===== src/rtl/trace_event_capture_if.sv =====
// Push/full handshake between the trace event capture stage and the tracer FIFO.
interface trace_event_capture_if #(
  parameter int DataWidth = 32
);
  logic [DataWidth-1:0] fifo_d;
  logic                 fifo_push;
  logic                 fifo_full;

  modport master (output fifo_d, output fifo_push, input fifo_full);
  modport slave  (input fifo_d, input fifo_push, output fifo_full);
endinterface


===== src/rtl/trace_event_capture.sv =====
// Timestamps probe-vector changes and pushes packed records into the tracer FIFO,
// absorbing back-pressure with a one-entry output register and counting drops.
module trace_event_capture #(
  parameter int NumProbes = 8,
  parameter int TsWidth   = 22,
  parameter int CntWidth  = 16
) (
  input  logic                 clk,
  input  logic                 reset,
  input  logic                 enable,
  input  logic [NumProbes-1:0] probes,
  trace_event_capture_if.master fifo,
  output logic [CntWidth-1:0]  drop_count,
  output logic                 busy
);

  localparam int RecWidth = 2 + TsWidth + NumProbes;

  logic [TsWidth-1:0]   r_ts;
  logic [NumProbes-1:0] r_prev_probes;
  logic                 r_out_valid;
  logic [RecWidth-1:0]  r_out_data;
  logic                 r_ovf_pending;
  logic                 r_wrap_pending;
  logic [CntWidth-1:0]  r_drop_count;

  logic w_change;
  logic w_accept;
  logic w_free;
  logic w_req;
  logic w_load;
  logic w_drop;
  logic w_wrap_set;

  always_comb begin
    w_change   = (probes != r_prev_probes);
    w_accept   = r_out_valid & ~fifo.fifo_full;
    w_free     = ~r_out_valid | w_accept;
    w_req      = enable & (w_change | r_wrap_pending | r_ovf_pending);
    w_load     = w_req & w_free;
    w_drop     = enable & w_change & ~w_free;
    w_wrap_set = enable & (r_ts == '1);
  end

  always_ff @(posedge clk or negedge reset) begin
    if (!reset) begin
      r_ts          <= '0;
      r_prev_probes <= '0;
    end else begin
      r_ts          <= enable ? r_ts + TsWidth'(1) : '0;
      r_prev_probes <= probes;
    end
  end

  always_ff @(posedge clk or negedge reset) begin
    if (!reset) begin
      r_out_valid <= 1'b0;
      r_out_data  <= '0;
    end else if (w_load) begin
      r_out_valid <= 1'b1;
      r_out_data  <= {r_wrap_pending, r_ovf_pending, r_ts, probes};
    end else if (w_accept) begin
      r_out_valid <= 1'b0;
    end
  end

  // A wrap landing on the same edge as a load must survive for the next record.
  always_ff @(posedge clk or negedge reset) begin
    if (!reset) begin
      r_wrap_pending <= 1'b0;
    end else if (!enable) begin
      r_wrap_pending <= 1'b0;
    end else if (w_wrap_set) begin
      r_wrap_pending <= 1'b1;
    end else if (w_load) begin
      r_wrap_pending <= 1'b0;
    end
  end

  always_ff @(posedge clk or negedge reset) begin
    if (!reset) begin
      r_ovf_pending <= 1'b0;
      r_drop_count  <= '0;
    end else if (w_drop) begin
      r_ovf_pending <= 1'b1;
      if (r_drop_count != '1) begin
        r_drop_count <= r_drop_count + CntWidth'(1);
      end
    end else if (w_load) begin
      r_ovf_pending <= 1'b0;
    end
  end

  assign fifo.fifo_d    = r_out_data;
  assign fifo.fifo_push = r_out_valid;
  assign drop_count     = r_drop_count;
  assign busy           = r_out_valid | r_ovf_pending | r_wrap_pending;

endmodule

===== src/flat_wrapper.sv =====
// flat-port wrapper written by rule: the top's interface ports become plain ports
module trace_event_capture_flat 
#(
  parameter int NumProbes = 8,
  parameter int TsWidth   = 22,
  parameter int CntWidth  = 16
)
  (clk, reset, enable, probes, drop_count, busy, fifo_fifo_d, fifo_fifo_push, fifo_fifo_full);
  trace_event_capture_if fifo_i ();
  input  logic clk;
  input  logic reset;
  input  logic enable;
  input  logic [NumProbes-1:0] probes;
  output logic [CntWidth-1:0] drop_count;
  output logic busy;
  output wire logic [$bits(fifo_i.fifo_d)-1:0] fifo_fifo_d;
  output wire logic [$bits(fifo_i.fifo_push)-1:0] fifo_fifo_push;
  input wire logic [$bits(fifo_i.fifo_full)-1:0] fifo_fifo_full;
  assign fifo_fifo_d = fifo_i.fifo_d;
  assign fifo_fifo_push = fifo_i.fifo_push;
  assign fifo_i.fifo_full = fifo_fifo_full;
  trace_event_capture #(.NumProbes(NumProbes), .TsWidth(TsWidth), .CntWidth(CntWidth)) u_core (.clk(clk), .reset(reset), .enable(enable), .probes(probes), .fifo(fifo_i), .drop_count(drop_count), .busy(busy));
endmodule

===== config.mk =====
export PLATFORM = sky130hd
export DESIGN_NAME = trace_event_capture_flat
export DESIGN_NICKNAME = d
export VERILOG_FILES = /design/src/rtl/trace_event_capture_if.sv /design/src/rtl/trace_event_capture.sv /design/src/flat_wrapper.sv
export SDC_FILE = /design/constraint.sdc
export NUM_CORES = 1
export LEC_CHECK = 0
export BUFFER_PORTS_ARGS = -buffer_cell sky130_fd_sc_hd__buf_4
export CORE_MARGIN = 2
export CORE_UTILIZATION = 46
export CTS_BUF_LIST = sky130_fd_sc_hd__clkbuf_2
export DETAILED_ROUTE_END_ITERATION = 6
export PLACE_DENSITY = 0.68
export SETUP_SLACK_MARGIN = 0.02
export SLEW_MARGIN = 20
export SYNTH_ARGS = -nofsm -noshare
export SYNTH_HDL_FRONTEND = slang
export SYNTH_SLANG_ARGS = --single-unit

===== constraint.sdc =====
create_clock -name clk -period 2.2 [get_ports clk]
set_clock_uncertainty 0.15 [all_clocks]
set_input_delay 0.33 -clock clk [delete_from_list [all_inputs] [get_ports clk]]
set_output_delay 0.33 -clock clk [all_outputs]
set_load 0.03 [all_outputs]

# Word-level counts from Yosys, hierarchy flattened
# Index checks and enable logic that the tools add are counted.
[totals]
rom_bits = 0
input_bits = 12
reg_bits = 81
wordCells = 37
out_inout_bits = 50
latchBits = 0
ramBits = 0
mem_count = 0
[classes]
bitwise_logic = 14
div_mod_pow = 0
n_lt_le_gt_ge = 0
n_mul = 0
n_reduce_logical = 3
n_eq_ne = 4
add_sub_neg = 2
muxes = 7
shift = 0
[ops]
columns = ["cell", "n"]
rows = [
  ["22-bit by 1-bit adder with 22-bit output (second input constant)", 1],
  ["22-bit equality test (second input constant)", 1],
  ["22-bit two-way mux", 1],
  ["16-bit by 1-bit adder with 16-bit output (second input constant)", 1],
  ["16-bit != test (second input constant)", 1],
  ["8-bit != test", 1],
  ["1-bit bitwise AND", 6],
  ["1-bit two-way mux", 6],
  ["1-bit OR", 5],
  ["2-bit nonzero test", 2],
  ["3-bit by 1-bit != test with 1-bit output (second input constant)", 1],
  ["1-bit NOT", 3],
  ["2-bit AND reduction", 1],
]

# Logic depth before layout (Yosys ltp)
[depth]
depth_word = 8
ltp_mapped = 7
depth_no_buf = 6

# Worst setup path before layout
# Ideal clock, no wire load.
[synth_timing]
path_type = "register -> register"
start = "reg u_core.r_drop_count[0] (netlist: u_core.drop_count[0])"
end = "reg u_core.r_drop_count[1] (netlist: u_core.drop_count[1])"
period_less_slack_ns = 2.038
setup_slack_ns = 0.162
required_time_ns = 1.925
path_buffers = 1
arrival_time_ns = 1.763
path_stages_with_launch = 7
path_cell_list = "dfrtp_1 -> ha_1 -> and3_1 -> clkbuf_1 -> nand4_1 -> nand2_1 -> mux2_2"
[synth_via]
elab_chain_len = 2
word_cells_on_any_way = 3
[synth_rtl]
columns = ["item", "line_no", "source"]
rows = [
  ["start: declaration", "trace_event_capture.sv:25", "logic [CntWidth-1:0] r_drop_count;"],
  ["start signal: assignment", "trace_event_capture.sv:87", "r_drop_count <= r_drop_count + CntWidth'(1);"],
  ["branches (longest 2 deep; another with 16-bit by 1-bit adder with 16-bit output)", "-", ""],
]
# Parallel ways; which one is timed is not known.
# A chain may end at the register's enable or synchronous reset.

# Worst setup path after layout
[layout_timing]
start = "in probes[5]"
end = "reg u_core.r_drop_count[12] (netlist: u_core.drop_count[12])"
[layout_via]
elab_chain_len = 4
[layout_rtl]
columns = ["item", "line_no", "source"]
rows = [
  ["start: declaration", "flat_wrapper.sv:13", "input logic [NumProbes-1:0] probes;"],
  ["8-bit != test", "trace_event_capture.sv:36", "w_change = (probes != r_prev_probes);"],
  ["1-bit bitwise AND (2 in a row)", "trace_event_capture.sv:41", "w_drop = enable & w_change & ~w_free;"],
  ["2-bit AND reduction (no line)", "-", ""],
]
# Every way passes these cells.

==> results by group <==
Outcome
  • Status: complete, no violations

Yosys
  • Post-Synthesis Cells: 291
  • Sequential cell area fraction in the yosys report: 56.41%
  • Count of state elements after synthesis: 81
  • Synth warn: 0
  • Netlist Area Pre-Place: 3593 um^2
  • Average cell area after synthesis: 12.35 um^2
  • Netlist cell types: 37
  • Nets in the synthesized netlist: 305

Route
  • Initial DRC count: 87
  • Vias per cell: 5.094
  • Post-detailed-route DRC marker count: 0
  • Total wire length: 6768 um
  • Post-DRT Antenna Nets: 0
  • Vias post-DR: 2435
  • Average detailed-routed wire length per instance: 14.16 um
  • 1st-pass router iterations: 4

Critical path
  • Worst r2r path cells: 7
  • Buffers & Inverters on Critical Path: 4
  • Signal arrival time at the worst endpoint: 2.34 ns
  • Kind of cell adding the most delay to the critical path: buffers and inverters
  • Kind of end point of the critical path: register
  • Worst setup slack for register-to-register paths: 0.23 ns
  • Logic depth of the worst path, buffers included: 9
  • Required arrival time at the worst endpoint: 2.48 ns
  • Highest cell delay on the worst timing path: 0.54 ns
  • Critical R2R Launch: u_core.r_prev_probes[2]
  • List of cells traversed by the critical path: dlygate4sd3_1 > buf_4 > xnor2_1 > nand4_1 > buf_4 > o2111a_2 > buf_4 > and4b_1 > a21oi_1
  • Crit-path slowest cell: dlygate4sd3_1
  • Endpoint of the worst register-to-register path: u_core.drop_count[12]
  • Critical path type: in2reg
  • Cell seen most often among critical-path stages: buf_4
  • CP max FO: 11
  • Kind of start point of the critical path: input port

Clocking
  • Postcts setup bufs: 0
  • TritonCTS clock tree: built
  • Clock Root Buffer: clkbuf_2
  • Insertion delay of the later-clocked pin in the worst-skew pair: 0.50 ns
  • Clock-pin slew on the worst setup and hold paths: 0.20 ns
  • Number of clock sinks seen by CTS: 81
  • Number of clock buffers inserted by TritonCTS: 9
  • H-tree levels: 3
  • Worst-case clock buffer depth: 2

Layout
  • Post-route cell area: 4405 um^2
  • Number of nets in the layout: 386
  • Commonest non-fill, non-tap cell in the layout: dfrtp_1
  • Leading cell types in the layout, fill and taps excluded: 80 x dfrtp_1, 69 x buf_4, 31 x xnor2_1
  • Synthesis-to-finish area growth: 22.60%
  • Fill count: 669
  • Antenna diode count: 0
  • Cell Count, Final, Fillers Out: 478
  • Fraction of layout cells with a size suffix above 1: 33.24%

Global route
  • Wire length of the first global-routing pass: 11690 um
  • Maximum number of pins on one net before global-route repair: 52
  • GRT Residual Overflow: 0
  • Number of global-route vias before repair: 2423
  • Overall track demand over capacity in global routing: 17.28%
  • Initial antenna violation count: 0

Power
  • Comb power frac: 20.1%
  • Share of total power in the clock network: 21.5%
  • Static leakage: 0.002148 uW
  • Pint: 1961 uW
  • Total power after layout: 2880 uW
  • Switching power summed over all nets: 919.2 uW
  • Relative contribution of sequential cells to total power: 58.5%
  • Switching power share of the total: 31.92%
  • Power density relative to cell area: 653.7 nW/um^2
  • Peak supply drop: 0.6255 mV

Placed design
  • Routability-driven placement congestion ratio: 0.7833
  • Number of cells after detailed placement: 452
  • Number of port buffers: 61
  • Post-detailed-placement half-perimeter wirelength: 4533 um
  • Area of placed instances: 4210 um^2

STA
  • RSZ-0062 raised after global routing: no
  • Max-slew violation total from the final report: 0
  • Total Neg Setup Slack: 0 ns
  • Final count of hold timing violations: 0
  • Slew HR: 60.05%
  • Min cycle time layout: 2.060 ns
  • Setup violators final: 0
  • Pin slew with the least headroom to its limit: 0.5979 ns
  • Maximum operating frequency: 0.4855 GHz
  • Fin crit share: 93.62%

Floorplan
  • Die X: 92.39 um
  • Standard-cell rows: 32
  • Die height: 92.39 um
  • Floorplan die area: 8535 um^2
  • Effective utilization at floorplan: 46.99%
  • Core Box Area: 7647 um^2
  • Top-Level Pins: 62

Worst hold path
  • Hold Crit Class: in2async

Flow run
  • Max-cap viol count: 0
metal layers:
metal	up-vias	GRT usage [%]	wire length (um)
li1	1169	-	-
met1	1198	24.32	3116
met2	60	26.52	3224
met3	8	3.173	324
met4	0	7.090	103
met5	-	0	0
per-stage QoR:
step / util, % / hold slack, ns / setup WS [ns]
3_3_place_gp: 55.06 / 0.1389 / -0.1089
6_report: 57.61 / 0.1147 / 0.1403
4_1_cts: 57.54 / 0.08529 / 0.06843
3_5_place_dp: 55.06 / 0.1375 / -0.1505
2_1_floorplan: - / -0.1156 / 0.1622
5_1_grt: 57.61 / 0.1068 / 0.02318
state kept, by name, summed over array words and instances, names as in the netlist:
| signal | flops |
|---|---|
| u_core.drop_count | 16 |
| u_core.fifo.fifo_d | 32 |
| u_core.fifo.fifo_push | 1 |
| u_core.r_ovf_pending | 1 |
| u_core.r_prev_probes | 8 |
| u_core.r_ts | 22 |
| u_core.r_wrap_pending | 1 |
worst register-to-register path, cell delays in order (launching register included):
cell      delay, ns
dfrtp_1        0.43
xnor2_1        0.16
nand4_1        0.16
buf_4          0.17
o2111a_2       0.31
buf_4          0.20
and4b_1        0.20
a21oi_1        0.14
power groups by stage:
stage | Combinational, uW | Clock [uW] | Sequential, uW
6_report | 578 | 618 | 1680
5_1_grt | 627 | 701 | 1700
4_1_cts | 587 | 650 | 1680
3_5_place_dp | 566 | 0 | 1710
3_3_place_gp | 556 | 0 | 1710
2_1_floorplan | 175 | 0 | 1850
worst max path at each step:
stage                             end  slack, ns             startpoint
2_1_floorplan    u_core.drop_count[1]       0.16   u_core.drop_count[0]
3_3_place_gp   u_core.fifo.fifo_d[18]      -0.11              probes[6]
3_5_place_dp   u_core.fifo.fifo_d[25]      -0.15              probes[0]
4_1_cts                          busy       0.07  u_core.fifo.fifo_push
5_1_grt         u_core.drop_count[12]       0.02              probes[6]
6_report        u_core.drop_count[12]       0.14              probes[5]
repair_timing:
| item | in CTS | in global routing |
|---|---|---|
| pin swaps | 1 | 2 |
| setup endpoints to repair | 30 | 6 |
| hold endpoints to repair | 99 | 0 |
| resized for setup | 1 | 3 |
| hold buffers | 10 | 0 |
| gates cloned | 1 | 0 |
cells by family (layout without fill, tap and decap cells):
kind of cell    Yosys count  in the layout  share of synthesized area (%)
xor+xnor                 38             38                          9.262
fa+ha+maj                 2              2                         0.6963
simple gates            105            105                          18.52
compound gates           17             18                          3.203
buf+inv                  17            101                          2.193
mux                      31             31                          9.714
flops                    81             81                          56.41
cell type report:
class,instances,area [um^2],share of cell area (%)
Inverter,6,22.52,0.5112
Clock buffer,10,50.05,1.136
Timing Repair Buffer,80,638.1,14.48
Sequential cell,81,2028,46.04
Multi-Input combinational cell,194,1515,34.39
Clock inverter,5,23.77,0.5396
Tap cell,102,127.6,2.897
Yosys cell counts (all sizes together):
cell type	count	area, um^2
and3	10	63.81
inv	6	22.52
a21o	1	7.510
a41oi	1	8.760
nand3	18	90.09
nand4	14	123.9
a31oi	2	12.51
dfrtp	81	2027
nand2	13	48.80
a21boi	3	22.52
or3	3	18.77
nor2b	2	12.51
buf	7	41.29
a21oi	4	23.77
and2	21	131.4
or2	2	12.51
o21ai	4	20.02
nor2	12	45.04
and4b	1	10.01
nor3	5	36.29
a22o	1	8.760
ha	2	25.02
o2111a	1	11.26
and4	1	8.760
clkbuf	4	15.01
nor4	3	63.81
xnor2	31	271.5
mux2	31	349.1
xor2	7	61.31
Power figures use the tool's default switching activity.
